## src/rtl/pc_sequencer_pkg.sv

```systemverilog
// Shared types and constants for the instruction fetch PC sequencer.
package pc_sequencer_pkg;

  localparam int unsigned XLEN = 32;
  localparam logic [XLEN-1:0] PC_STEP = 32'd4;

  typedef enum logic [2:0] {
    S_BOOT,
    S_REQ,
    S_WAIT,
    S_OUT,
    S_DROP
  } state_t;

  function automatic logic [XLEN-1:0] align_pc(input logic [XLEN-1:0] a);
    return {a[XLEN-1:2], 2'b00};
  endfunction

endpackage

```

## src/rtl/pc_sequencer.sv

```systemverilog
// Single-outstanding instruction fetch sequencer with branch redirect,
// in-flight response dropping and registered flush/misalign pulses.
module pc_sequencer
  import pc_sequencer_pkg::*;
#(
  parameter logic [31:0] RESET_PC = 32'h0000_0000
) (
  input  logic            clk,
  input  logic            rst_n,
  input  logic            stall,
  input  logic            branch_valid,
  input  logic            branch_taken,
  input  logic [XLEN-1:0] branch_target,
  input  logic            imem_gnt,
  input  logic            imem_rvalid,
  input  logic [XLEN-1:0] imem_rdata,
  output logic            imem_req,
  output logic [XLEN-1:0] imem_addr,
  output logic [XLEN-1:0] pc,
  output logic [XLEN-1:0] instr,
  output logic            instr_valid,
  output logic            flush,
  output logic            misalign
);

  state_t          r_state;
  state_t          w_next;
  logic            w_redirect;
  logic [XLEN-1:0] r_pc;
  logic [XLEN-1:0] r_instr;
  logic            r_instr_valid;
  logic            r_imem_req;
  logic            r_flush;
  logic            r_misalign;

  assign w_redirect = branch_valid && branch_taken && (r_state != S_BOOT);

  always_comb begin
    w_next = r_state;
    case (r_state)
      S_BOOT: w_next = S_REQ;
      S_REQ:  w_next = imem_gnt ? (w_redirect ? S_DROP : S_WAIT) : S_REQ;
      S_WAIT: begin
        if (imem_rvalid)     w_next = w_redirect ? S_REQ : S_OUT;
        else if (w_redirect) w_next = S_DROP;
      end
      S_OUT: begin
        if (w_redirect || !stall) w_next = S_REQ;
      end
      S_DROP: begin
        if (imem_rvalid && !w_redirect) w_next = S_REQ;
      end
      default: w_next = S_BOOT;
    endcase
  end

  always_ff @(posedge clk or negedge rst_n) begin
    if (!rst_n) begin
      r_state       <= S_BOOT;
      r_pc          <= RESET_PC;
      r_instr       <= '0;
      r_instr_valid <= 1'b0;
      r_imem_req    <= 1'b0;
      r_flush       <= 1'b0;
      r_misalign    <= 1'b0;
    end else begin
      r_state    <= w_next;
      r_imem_req <= (w_next == S_REQ);
      r_flush    <= w_redirect;
      r_misalign <= w_redirect && (branch_target[1:0] != 2'b00);
      // Redirect outranks both the WAIT capture and the OUT acceptance.
      if (w_redirect) begin
        r_pc          <= align_pc(branch_target);
        r_instr_valid <= 1'b0;
      end else begin
        case (r_state)
          S_WAIT: begin
            if (imem_rvalid) begin
              r_instr       <= imem_rdata;
              r_instr_valid <= 1'b1;
            end
          end
          S_OUT: begin
            if (!stall) begin
              r_pc          <= r_pc + PC_STEP;
              r_instr_valid <= 1'b0;
            end
          end
          default: ;
        endcase
      end
    end
  end

  assign imem_req    = r_imem_req;
  assign imem_addr   = r_pc;
  assign pc          = r_pc;
  assign instr       = r_instr;
  assign instr_valid = r_instr_valid;
  assign flush       = r_flush;
  assign misalign    = r_misalign;

endmodule

```

## config.mk

```make
export PLATFORM = sky130hd
export DESIGN_NAME = pc_sequencer
export DESIGN_NICKNAME = d
export VERILOG_FILES = /design/src/rtl/pc_sequencer_pkg.sv /design/src/rtl/pc_sequencer.sv
export SDC_FILE = /design/constraint.sdc
export NUM_CORES = 1
export LEC_CHECK = 0
export ABC_CLOCK_PERIOD_IN_PS = 3800
export BUFFER_PORTS_ARGS = -buffer_cell sky130_fd_sc_hd__buf_2
export CAP_MARGIN = 0
export CORE_UTILIZATION = 50
export DETAILED_ROUTE_END_ITERATION = 10
export PLACE_DENSITY_LB_ADDON = 0.15
export SLEW_MARGIN = 20
export SYNTH_ARGS = -nofsm -noshare
export SYNTH_HDL_FRONTEND = slang
export SYNTH_SLANG_ARGS = --single-unit
```

## constraint.sdc

```tcl
create_clock -name clk -period 3.8 [get_ports clk]
set_clock_uncertainty 0.2 [all_clocks]
set_input_delay 0.19 -clock clk [delete_from_list [all_inputs] [get_ports clk]]
set_output_delay 0.19 -clock clk [all_outputs]
set_load 0.01 [all_outputs]
```

* After elaboration in Yosys (flattened, before gate mapping)
Cells that the tools add are included.
** Operators by class
- Add/subtract/negate cells :: 1
- Equality and inequality tests :: 8
- Muxes and demuxes :: 15
- Bitwise gates (word level) :: 1
- Reduce and logical (&&, ||, !) cells :: 15
** Operators with widths (count)
- two-way mux 32 bit :: 3
- adder 32 x 3 -> 32 bit (second input constant) :: 1
- two-way mux 3 bit :: 6
- one-hot mux 3 bit (5 select lines) :: 1
- == test 3 x 1 -> 1 bit (second input constant) :: 2
- == test 3 x 2 -> 1 bit (second input constant) :: 2
- != test 3 bit (second input constant) :: 2
- AND reduction 3 bit :: 2
- nonzero test 3 bit :: 2
- logical AND 1 bit :: 4
- nonzero test 2 bit :: 2
- == test 3 bit (second input constant) :: 1
- zero test 3 bit :: 1
- two-way mux 1 bit :: 3
- zero test 1 bit :: 2
- two-way mux 2 bit :: 1
- != test 2 x 1 -> 1 bit (second input constant) :: 1
- one-hot mux 1 bit (2 select lines) :: 1
- AND reduction 2 bit :: 1
- logical OR 1 bit :: 1
- NOT 1 bit :: 1
** Word-level totals
- Register bits :: 71
- Input bits :: 71
- Output and inout port bits :: 100

* Longest topological paths before layout
Gate-level depths: netlist (run 1).
- Depth in word-level cells :: 7
- Depth in mapped cells :: 8
- Gate-level depth less buffers :: 6

* Least setup slack after synthesis (run 1)
OpenSTA, ideal clock, no wires.
- Kind :: register to register
- Start point :: reg r_pc[2] (netlist: imem_addr[2])
- End point :: reg r_pc[31] (netlist: imem_addr[31])
- Setup time :: 69 ps
- Arrival time :: 1727 ps
- Setup slack :: 1804 ps
- Cell stages (with the launch flop) :: 6
- Path buffers :: 0
- Clock period less this slack :: 1996 ps
- Cell sequence :: dfrtp_1 -> nand4_4 -> nor4_4 -> nand3_1 -> or4_1 -> nand3_1
** On the way
- Longest elaborated chain between the ends :: 4
** Ends and longest elaborated chain
- start, declared :: RTL line pc_sequencer.sv:29 : logic [XLEN-1:0] r_pc;
- start signal, assigned :: RTL line pc_sequencer.sv:73 : r_pc <= align_pc(branch_target);
- start signal, assigned :: RTL line pc_sequencer.sv:85 : r_pc <= r_pc + PC_STEP;
- adder 32 x 3 -> 32 bit :: RTL line pc_sequencer.sv:85
- two-way mux 32 bit :: RTL line pc_sequencer.sv:84 : if (!stall) begin
- two-way mux 32 bit :: RTL line pc_sequencer.sv:76 : case (r_state)
- two-way mux 32 bit :: RTL line pc_sequencer.sv:72 : if (w_redirect) begin
No other way between the ends. The select of a mux whose other input is x is not followed.
A chain may end at the register's enable or synchronous reset.

* Worst setup path after layout (run 1)
- Start point :: reg r_state[2]
- End point :: reg r_instr[21] (netlist: instr[21])
** On the way
- Longest elaborated chain between the ends :: 4
** Ends and longest elaborated chain
- start, declared :: RTL line pc_sequencer.sv:26 : state_t r_state;
- start signal, assigned :: RTL line pc_sequencer.sv:67 : r_state <= w_next;
- nonzero test 3 bit :: RTL line pc_sequencer.sv:36 : assign w_redirect = branch_valid && branch_taken && (r_state != S_BOOT);
- logical AND 1 bit :: RTL line pc_sequencer.sv:36
- NOT 1 bit (no line)
- AND reduction 3 bit (no line) *
- end signal, assigned :: RTL line pc_sequencer.sv:79 : r_instr <= imem_rdata;
- end, declared :: RTL line pc_sequencer.sv:30 : logic [XLEN-1:0] r_instr;
Every way passes the cells marked *; elsewhere a longest branch is shown, timed or not.

==> impl_metrics.py, run 1 <==
metrics = {
    "timing": {
        "rsz0062_at_grt": "false",
        "max-slew-margin-rel": 0.540,
        "min_period_ps": 2410,
        "hold_viol_final": 0,
        "worstMarginPinSlew_ps": 691,
        "finalSetupViolations": 0,
        "finalCritPeriodShare": 0.634,
        "finalSetupTns_ps": 0,
        "slew_violations": 0,
        "fmax_ghz": 0.415,
    },
    "routing": {
        "routed_via_density": 4.97,
        "antenna_left": 0,
        "finalWirelength_um": 8690,
        "avgRoutedWirePerCell_um": 13.6,
        "dr_total_vias": 3175,
        "dr.pass1.iters": 4,
        "drtIter0Drc": 116,
        "drc_errors": 0,
    },
    "yosys": {
        "netlist_area_mm2": 0.00351,
        "synth.most_common_cell": "dfrtp_1",
        "synth_area_leaders": "dfrtp_1 49%, mux2_2 9.3%, buf_4 7.3%",
        "syn_area_per_cell_um2": 10.5,
        "synth_top_area_frac": 0.491,
        "async_reset_ff_frac": 1.00,
        "yosysTopAreaCell": "dfrtp_1",
        "syn-instance-count": 335,
        "synth_cell_type_count": 38,
        "synth_commonest_cells": "69 x dfrtp_1, 40 x nand2_1, 34 x buf_4",
        "yosysSeqAreaShare": 0.491,
        "ys_ff_latch": 69,
        "synth_edf_count": 0,
        "synth_ff_type": "dfrtp_1",
        "yosys_warnings": 0,
    },
    "hold_path": {
        "min_from": "imem_rvalid",
        "hold_path.class": "in2reg",
    },
    "layout": {
        "final_cells": 639,
        "antenna_cells": 0,
        "fin_util": 0.746,
        "final_nets": 610,
        "area_growth_pct": 44.3,
        "drive_above_1_share": 0.413,
        "fillCellCount": 490,
    },
    "flow_run": {
        "drv_cap": 0,
    },
    "setup_path": {
        "max_stage_delay_ps": 560,
        "critPathKind": "reg2reg",
        "end_kind": "flip-flop",
        "r2r-start": "r_state[2]$_DFF_PN0_",
        "arrival_ps": 2440,
        "worst-path-buf-inv": 1,
        "start_kind": "flip-flop",
        "cp_top_family": "simple AND/OR/NAND/NOR gates",
        "startpoint": "r_state[2]$_DFF_PN0_",
        "cp.required_ps": 3830,
        "path_cells": "nor3_1 > nand2b_1 > nand4_1 > buf_4 > mux2_2",
        "path_max_fanout": 32,
        "slowest_stage": "dfrtp_1",
    },
    "floorplan": {
        "core_mm2": 0.00679,
        "ios": 171,
        "rows": 30,
        "die_w_um": 85.8,
        "die_area_mm2": 0.00737,
        "die_y_um": 85.8,
        "initial_core_util": 0.517,
    },
    "clock_network": {
        "insertion_delay_ps": 350,
        "path_clk_slew_ps": 80,
        "cts_tree": "done",
        "cts_buffers": 9,
        "clockRootBuffer": "clkbuf_8",
        "post_cts_resized": 0,
        "cts_sinks": 69,
        "cts_buffer_depth": 2,
        "cts_htree_levels": 3,
    },
    "global_routing": {
        "grt_start_max_net_pins": 46,
        "grt_usage": 0.241,
        "grt_pass1_vias": 3026,
        "overflow": 0,
        "grt_pass1_wl_um": 13700,
        "antenna_found_initial": 0,
    },
    "power_and_ir_drop": {
        "p_leak_nw": 2.40,
        "vdd_ir_drop_max_v": 0.000429,
        "power_density_mw_per_mm2": 709,
    },
    "placed_design": {
        "dpl.hpwl_um": 5730,
        "port_buffers": 166,
        "dp.cells": 558,
        "gp_congestion": 0.895,
    },
    "outcome": {
        "status": "complete, no violations",
    },
}
[repair_timing]
item | 4_1_cts | 5_1_grt
hold buffers | 65 | 0
setup buffers | 0 | 0
endpoints found under the setup margin | 0 | 0
endpoints found under the hold margin | 91 | 0
[per-layer routing]
metal | GRT usage | part of all wire | up-vias
met5 | 0 | 0 | -
met4 | 0.100 | 0.016 | 0
met3 | 0.0491 | 0.056 | 15
met2 | 0.417 | 0.51 | 133
met1 | 0.295 | 0.41 | 1499
li1 | - | - | 1528
[worst register-to-register path, stage by stage, from the launching register on]
cell and delay [ps]:
dfrtp_1 560, nor3_1 70, nand2b_1 440, nand4_1 240, buf_4 390, mux2_2 400
[path summary, 6_finish.rpt]
path	cells past startpoint	slack, ps	end
worst max register to register	5	1390	instr[21]$_DFFE_PN0P_
worst min-delay path	3	40	r_state[0]$_DFF_PN0_
min in group asynchronous	2	210	imem_addr[19]$_DFFE_PN0P_
worst max-delay path	5	1390	instr[21]$_DFFE_PN0P_
worst min register to register	1	290	instr[18]$_DFFE_PN0P_
max in group asynchronous	3	2390	instr[21]$_DFFE_PN0P_
[metrics by stage]
stage	total power [mW]	instance area, µm²	setup WS [ps]	hold WS (ps)
2_1_floorplan	2.43	3530	1800	-306
3_3_place_gp	2.84	4200	1470	66.6
3_5_place_dp	2.89	4200	1410	74.0
4_1_cts	3.62	5070	1390	11.5
5_1_grt	3.84	5070	1210	70.1
6_report	3.60	5070	1390	35.4
[cell type report]
class / instances / area [µm²] / share of cell area
tap: 96 / 120 / 0.0237
clock buffer: 9 / 124 / 0.0244
timing repair buffer: 235 / 1510 / 0.298
sequential: 69 / 1730 / 0.340
multi-input combinational: 219 / 1480 / 0.291
clock inverter: 7 / 98.8 / 0.0195
inverter: 4 / 15.0 / 0.00296
[kinds of logic (layout without fill, tap and decap cells)]
family / Yosys count / after routing / synth area share
fa+ha+maj: 1 / 1 / 0.00356
flops: 69 / 69 / 0.491
other cells: 1 / 4 / 0.00107
simple gates: 112 / 112 / 0.178
compound gates: 46 / 46 / 0.0716
mux: 32 / 32 / 0.103
xor+xnor: 24 / 24 / 0.0598
buf+inv: 50 / 255 / 0.0922
[state kept, by name (all words and copies together), names as in the netlist]
| signal | flops |
|---|---|
| instr_valid | 1 |
| imem_req | 1 |
| misalign | 1 |
| flush | 1 |
| imem_addr | 30 |
| instr | 32 |
| r_state | 3 |
[report_power, final]
part           total [mW]  switching (mW)  internal [mW]  leakage (nW)
clock               0.667           0.294          0.372         0.110
combinational        1.48           0.755          0.729          1.46
sequential           1.45           0.364           1.08         0.835
[cells in the final DEF, fill, tap and decap left out, types with 9 or more instances in the layout]
master         Yosys  layout
nand2_1           40      40
dfrtp_1           69      69
xor2_1            16      16
o21ai_0           29      29
nor2_1            18      18
clkbuf_8           0       9
dlygate4sd3_1      0      65
mux2_2            29      29
nand3_1           18      18
buf_2              7     166
(Power assumes the default switching activity.)
==> inputs of run 2 (changes only) <==
Settings changed: ABC_CLOCK_PERIOD_IN_PS 3800 to 2060, CORE_UTILIZATION 50 to 42.
Clock period 3.8 ns to 2.06 ns, I/O delays scaled along.
==> run 2 against run 1 <==
Compared with the run above: die area up 19%; final area grew 6.4%; setup slack got worse by 1300 ps; total power rose by 96%; critical path depth did not move; sequential share of layout area shrank 2.0 points; wire length grew 6.7%; register-to-register slack worse by 1300 ps; first-iteration DRC count fell by 29%; hold slack better by 24 ps; critical endpoint is now r_state[1]$_DFF_PN0_.
==> impl_metrics.py, run 2 (same netlist as run 1, synthesis figures left out) <==
metrics = {
    "setup_path": {
        "ff2ff_path_depth": 5,
        "slowest_stage": "dlygate4sd3_1",
        "max_stage_delay_ps": 590,
        "cp.required_ps": 2150,
        "path_cells": "buf_4 > inv_1 > o21ai_0 > a211oi_1 > dlygate4sd3_1",
        "crit_cells": 5,
        "arrival_ps": 2060,
        "critPathKind": "reg2reg",
        "start_kind": "flip-flop",
        "cp_top_family": "buffers and inverters",
        "end_kind": "flip-flop",
        "worst-path-buf-inv": 3,
        "path_max_fanout": 5,
    },
    "global_routing": {
        "grt_usage": 0.216,
        "grt_pass1_wl_um": 14500,
        "antenna_found_initial": 0,
        "grt_start_max_net_pins": 37,
        "overflow": 0,
        "grt_pass1_vias": 2982,
    },
    "hold_path": {
        "hold_path.class": "in2async",
    },
    "clock_network": {
        "insertion_delay_ps": 340,
        "cts_buffer_depth": 2,
        "cts_buffers": 9,
        "cts_htree_levels": 3,
        "clockRootBuffer": "clkbuf_8",
        "cts_sinks": 69,
        "cts_tree": "done",
        "path_clk_slew_ps": 80,
    },
    "layout": {
        "fillCellCount": 663,
        "antenna_cells": 0,
        "regArea_mm2": 0.00173,
        "multi_input_area_mm2": 0.00148,
        "layout_commonest_cell": "buf_2",
        "drive_above_1_share": 0.439,
        "most-common-layout-cells": "165 x buf_2, 72 x dlygate4sd3_1, 67 x dfrtp_1",
        "area_growth_pct": 53.5,
        "final_nets": 643,
        "largest_reg_flops": 32,
    },
    "routing": {
        "drc_errors": 0,
        "dr_total_vias": 3251,
        "routed_via_density": 4.79,
        "finalWirelength_um": 9270,
        "drtIter0Drc": 82,
        "antenna_left": 0,
        "avgRoutedWirePerCell_um": 13.7,
        "dr.pass1.iters": 4,
    },
    "floorplan": {
        "ios": 171,
        "die_w_um": 93.5,
        "die_area_mm2": 0.00874,
        "initial_core_util": 0.443,
        "die_y_um": 93.5,
        "core_mm2": 0.00793,
        "rows": 32,
    },
    "power_and_ir_drop": {
        "p_leak_nw": 2.58,
        "vdd_ir_drop_max_v": 0.000581,
        "power_mw": 7.04,
        "power_density_mw_per_mm2": 1300,
    },
    "timing": {
        "worstMarginPinSlew_ps": 505,
        "rsz0062_at_grt": "false",
        "min_period_ps": 1970,
        "finalCritPeriodShare": 0.958,
        "max-slew-margin-rel": 0.663,
        "fmax_ghz": 0.507,
        "slew_violations": 0,
        "finalSetupViolations": 0,
        "finalSetupTns_ps": 0,
        "hold_viol_final": 0,
    },
    "placed_design": {
        "dpl.hpwl_um": 6340,
        "port_buffers": 166,
        "gp_congestion": 0.784,
    },
    "outcome": {
        "status": "complete, no violations",
    },
    "flow_run": {
        "drv_cap": 0,
    },
}
## run 2: cell types whose count changed in the layout (fill, tap and decap cells not counted), moves of 2 or more
cell,delta
inv_6,+2
dfrtp_1,-2
dfrtp_2,+2
buf_4,+24
buf_12,+3
dlygate4sd3_1,+7
## run 2: power breakdown
group          total (mW)  leakage [nW]  internal, mW  switching, mW
Sequential           2.52         0.833          2.00          0.524
Clock                1.27         0.115         0.699          0.575
Combinational        3.24          1.63          1.61           1.63
Total                7.04          2.58          4.31           2.73
## run 2: routing by layer
metal	up-vias	GRT usage	wire, µm
met1	1548	0.263	3940
met4	0	0.0654	72
met2	102	0.387	4810
li1	1595	-	-
met3	6	0.0398	450
met5	-	0	0
## run 2: path summary, 6_finish.rpt
path                                        from                   endpoint  slack (ps)
hold / removal                             rst_n  imem_addr[24]$_DFFE_PN0P_          60
max in group asynchronous                  rst_n       instr[4]$_DFFE_PN0P_        1040
min in group clk               branch_target[15]  imem_addr[15]$_DFFE_PN0P_         290
setup reg to reg            r_state[0]$_DFF_PN0_       r_state[1]$_DFF_PN0_          90
setup / recovery            r_state[0]$_DFF_PN0_       r_state[1]$_DFF_PN0_          90
hold reg to reg            instr[24]$_DFFE_PN0P_      instr[24]$_DFFE_PN0P_         290
## run 2: cell type report
type | instances | share of cell area
Clock inverter | 7 | 0.0192
Clock buffer | 9 | 0.0230
Tap cell | 102 | 0.0236
Sequential cell | 69 | 0.320
Timing Repair Buffer | 268 | 0.337
Inverter | 4 | 0.00278
Multi-Input combinational cell | 219 | 0.274
## run 2: stage by stage
stage,std cells,hold slack (ps),worst slack (ps),utilization,area [µm²]
2_1_floorplan,338,-393,63.8,-,3530
4_1_cts,677,53.8,70.5,0.679,5380
3_3_place_gp,589,-120,143,0.559,4430
3_5_place_dp,589,-113,91.0,0.559,4430
5_1_grt,678,77.4,2.33,0.681,5400
6_report,678,58.9,87.3,0.681,5400
## run 2: timing repair
| item | 4_1_cts | 5_1_grt |
|---|---|---|
| gates resized for setup | 0 | 3 |
| endpoints found under the hold margin | 136 | 0 |
| hold buffers | 72 | 0 |
| setup endpoints to repair | 0 | 9 |
| setup buffers | 0 | 1 |
==> inputs of run 3 (changes only) <==
Settings changed: PLACE_DENSITY_LB_ADDON 0.15 to 0.3.
==> run 3 against run 2 <==
Compared with the run above: sequential cell count is the same; critical path type is now in2reg; fmax grew 0.48%; setup slack gained 9.5 ps; via count grew 1.4%; final cell count fell by 0.15%; sequential share of layout area up 0.14 points; highest routed layer unchanged; clock power about the same; first-iteration DRC count is 48% higher; sequential power hardly changed; core utilization shrank 0.30 points; wire length rose by 1.4%.
==> impl_metrics.py, run 3 (same netlist as run 1, synthesis figures left out) <==
metrics = {
    "layout": {
        "drive_above_1_share": 0.443,
        "layout_commonest_cell": "buf_2",
        "most-common-layout-cells": "166 x buf_2, 71 x dlygate4sd3_1, 67 x dfrtp_1",
        "final_nets": 641,
        "area_growth_pct": 52.9,
        "largest_reg_flops": 32,
    },
    "power_and_ir_drop": {
        "vdd_ir_drop_max_v": 0.000578,
        "power_density_mw_per_mm2": 1300,
        "p_int_mw": 4.29,
        "power_mw": 6.98,
        "power.share.clock": 0.180,
        "seq_power_share": 0.366,
        "sw_frac_of_total": 0.386,
        "switching_power_mw": 2.69,
        "p_leak_nw": 2.56,
        "p_comb_frac": 0.455,
    },
    "clock_network": {
        "cts_buffers": 9,
        "cts_htree_levels": 3,
        "cts_tree": "done",
        "insertion_delay_ps": 340,
        "cts_buffer_depth": 2,
        "clockRootBuffer": "clkbuf_8",
        "path_clk_slew_ps": 70,
        "cts_sinks": 69,
    },
    "global_routing": {
        "grt_usage": 0.222,
        "antenna_found_initial": 0,
        "overflow": 0,
        "grt_pass1_vias": 3147,
        "grt_start_max_net_pins": 70,
        "grt_pass1_wl_um": 14800,
    },
    "hold_path": {
        "hold_path.class": "in2async",
    },
    "placed_design": {
        "dpl.hpwl_um": 6050,
        "port_buffers": 166,
        "gp_congestion": 0.806,
    },
    "timing": {
        "finalSetupViolations": 0,
        "fmax_ghz": 0.509,
        "min_period_ps": 1960,
        "finalCritPeriodShare": 0.953,
        "hold_viol_final": 0,
        "rsz0062_at_grt": "false",
        "hold_slack_ps": 87.8,
        "slew_violations": 0,
        "finalSetupTns_ps": 0,
    },
    "setup_path": {
        "worst-path-buf-inv": 2,
        "cp.required_ps": 2130,
        "startpoint": "stall",
        "slowest_stage": "dlygate4sd3_1",
        "critPathKind": "in2reg",
        "path_cells": "dlygate4sd3_1 > buf_2 > nand4bb_4 > nor3_4 > nand3_1 > or4_1 > nand3_1",
        "start_kind": "input pin",
        "r2r-start": "r_state[1]$_DFF_PN0_",
        "r2r_slack_ps": 100,
        "arrival_ps": 2040,
        "cpMostUsedCell": "nand3_1",
        "cp_top_family": "simple AND/OR/NAND/NOR gates",
        "path_max_fanout": 6,
        "regToRegEndpoint": "imem_addr[31]$_DFFE_PN0P_",
        "end_kind": "flip-flop",
        "ff2ff_path_depth": 5,
        "max_stage_delay_ps": 550,
    },
    "routing": {
        "finalWirelength_um": 9400,
        "drc_errors": 0,
        "routed_via_density": 4.87,
        "antenna_left": 0,
        "dr_total_vias": 3298,
        "dr.pass1.iters": 5,
        "avgRoutedWirePerCell_um": 13.9,
        "drtIter0Drc": 121,
    },
    "floorplan": {
        "die_y_um": 93.5,
        "die_w_um": 93.5,
        "ios": 171,
        "initial_core_util": 0.443,
        "core_mm2": 0.00793,
        "die_area_mm2": 0.00874,
        "rows": 32,
    },
    "outcome": {
        "status": "complete, no violations",
    },
    "flow_run": {
        "drv_cap": 0,
    },
}
-- run 3: power groups by stage --
stage | sequential [mW] | combinational [mW] | clock [mW]
floorplan | 2.90 | 1.58 | 0
global placement | 2.52 | 2.99 | 0
detailed placement | 2.56 | 3.04 | 0
CTS | 2.53 | 3.15 | 1.28
global route | 2.65 | 3.47 | 1.33
finish | 2.55 | 3.17 | 1.25
-- run 3: how the worst max path moves through the flow --
stage                           endpoint  slack, ps  cells after the start
6_report       imem_addr[31]$_DFFE_PN0P_        100                      7
4_1_cts        imem_addr[31]$_DFFE_PN0P_         40                      5
3_3_place_gp   imem_addr[31]$_DFFE_PN0P_        120                      5
2_1_floorplan  imem_addr[31]$_DFFE_PN0P_         60                      5
3_5_place_dp   imem_addr[31]$_DFFE_PN0P_         60                      5
5_1_grt        imem_addr[31]$_DFFE_PN0P_          4                      5
-- run 3: area by class of cell --
| cell class | count | area, µm² |
|---|---|---|
| Antenna cell | 1 | 2.50 |
| Sequential cell | 69 | 1730 |
| Tap cell | 102 | 128 |
| Clock buffer | 10 | 138 |
| Fill cell | 649 | 2550 |
| Timing Repair Buffer | 266 | 1790 |
| Clock inverter | 6 | 86.3 |
| Inverter | 4 | 18.8 |
| Multi-Input combinational cell | 219 | 1480 |
-- run 3: what timing repair did --
item | CTS | global route
setup buffers | 0 | 4
resized for setup | 0 | 6
hold endpoints to repair | 136 | 0
hold buffers | 71 | 0
endpoints found under the setup margin | 0 | 26
-- run 3: metal layers --
| layer | GRT usage | vias up | part of all wire |
|---|---|---|---|
| met5 | 0 | - | 0 |
| met3 | 0.0333 | 29 | 0.042 |
| li1 | - | 1595 | - |
| met1 | 0.277 | 1552 | 0.42 |
| met2 | 0.368 | 122 | 0.50 |
| met4 | 0.122 | 0 | 0.036 |
-- run 3: metrics by stage --
| stage | util | cell area, µm² | cells | setup slack [ps] |
|---|---|---|---|---|
| after floorplan | - | 3530 | 338 | 63.8 |
| after global placement | 0.554 | 4390 | 585 | 123 |
| after detailed placement | 0.554 | 4390 | 585 | 56.2 |
| after CTS | 0.671 | 5320 | 672 | 36.5 |
| after global routing | 0.677 | 5370 | 676 | 3.69 |
| final | 0.678 | 5370 | 677 | 96.8 |
-- run 3: worst register-to-register path: stages (launching register included) --
cell,delay [ps]
dfrtp_1,500
nand4bb_4,220
nor3_4,220
nand3_1,170
or4_1,490
nand3_1,90
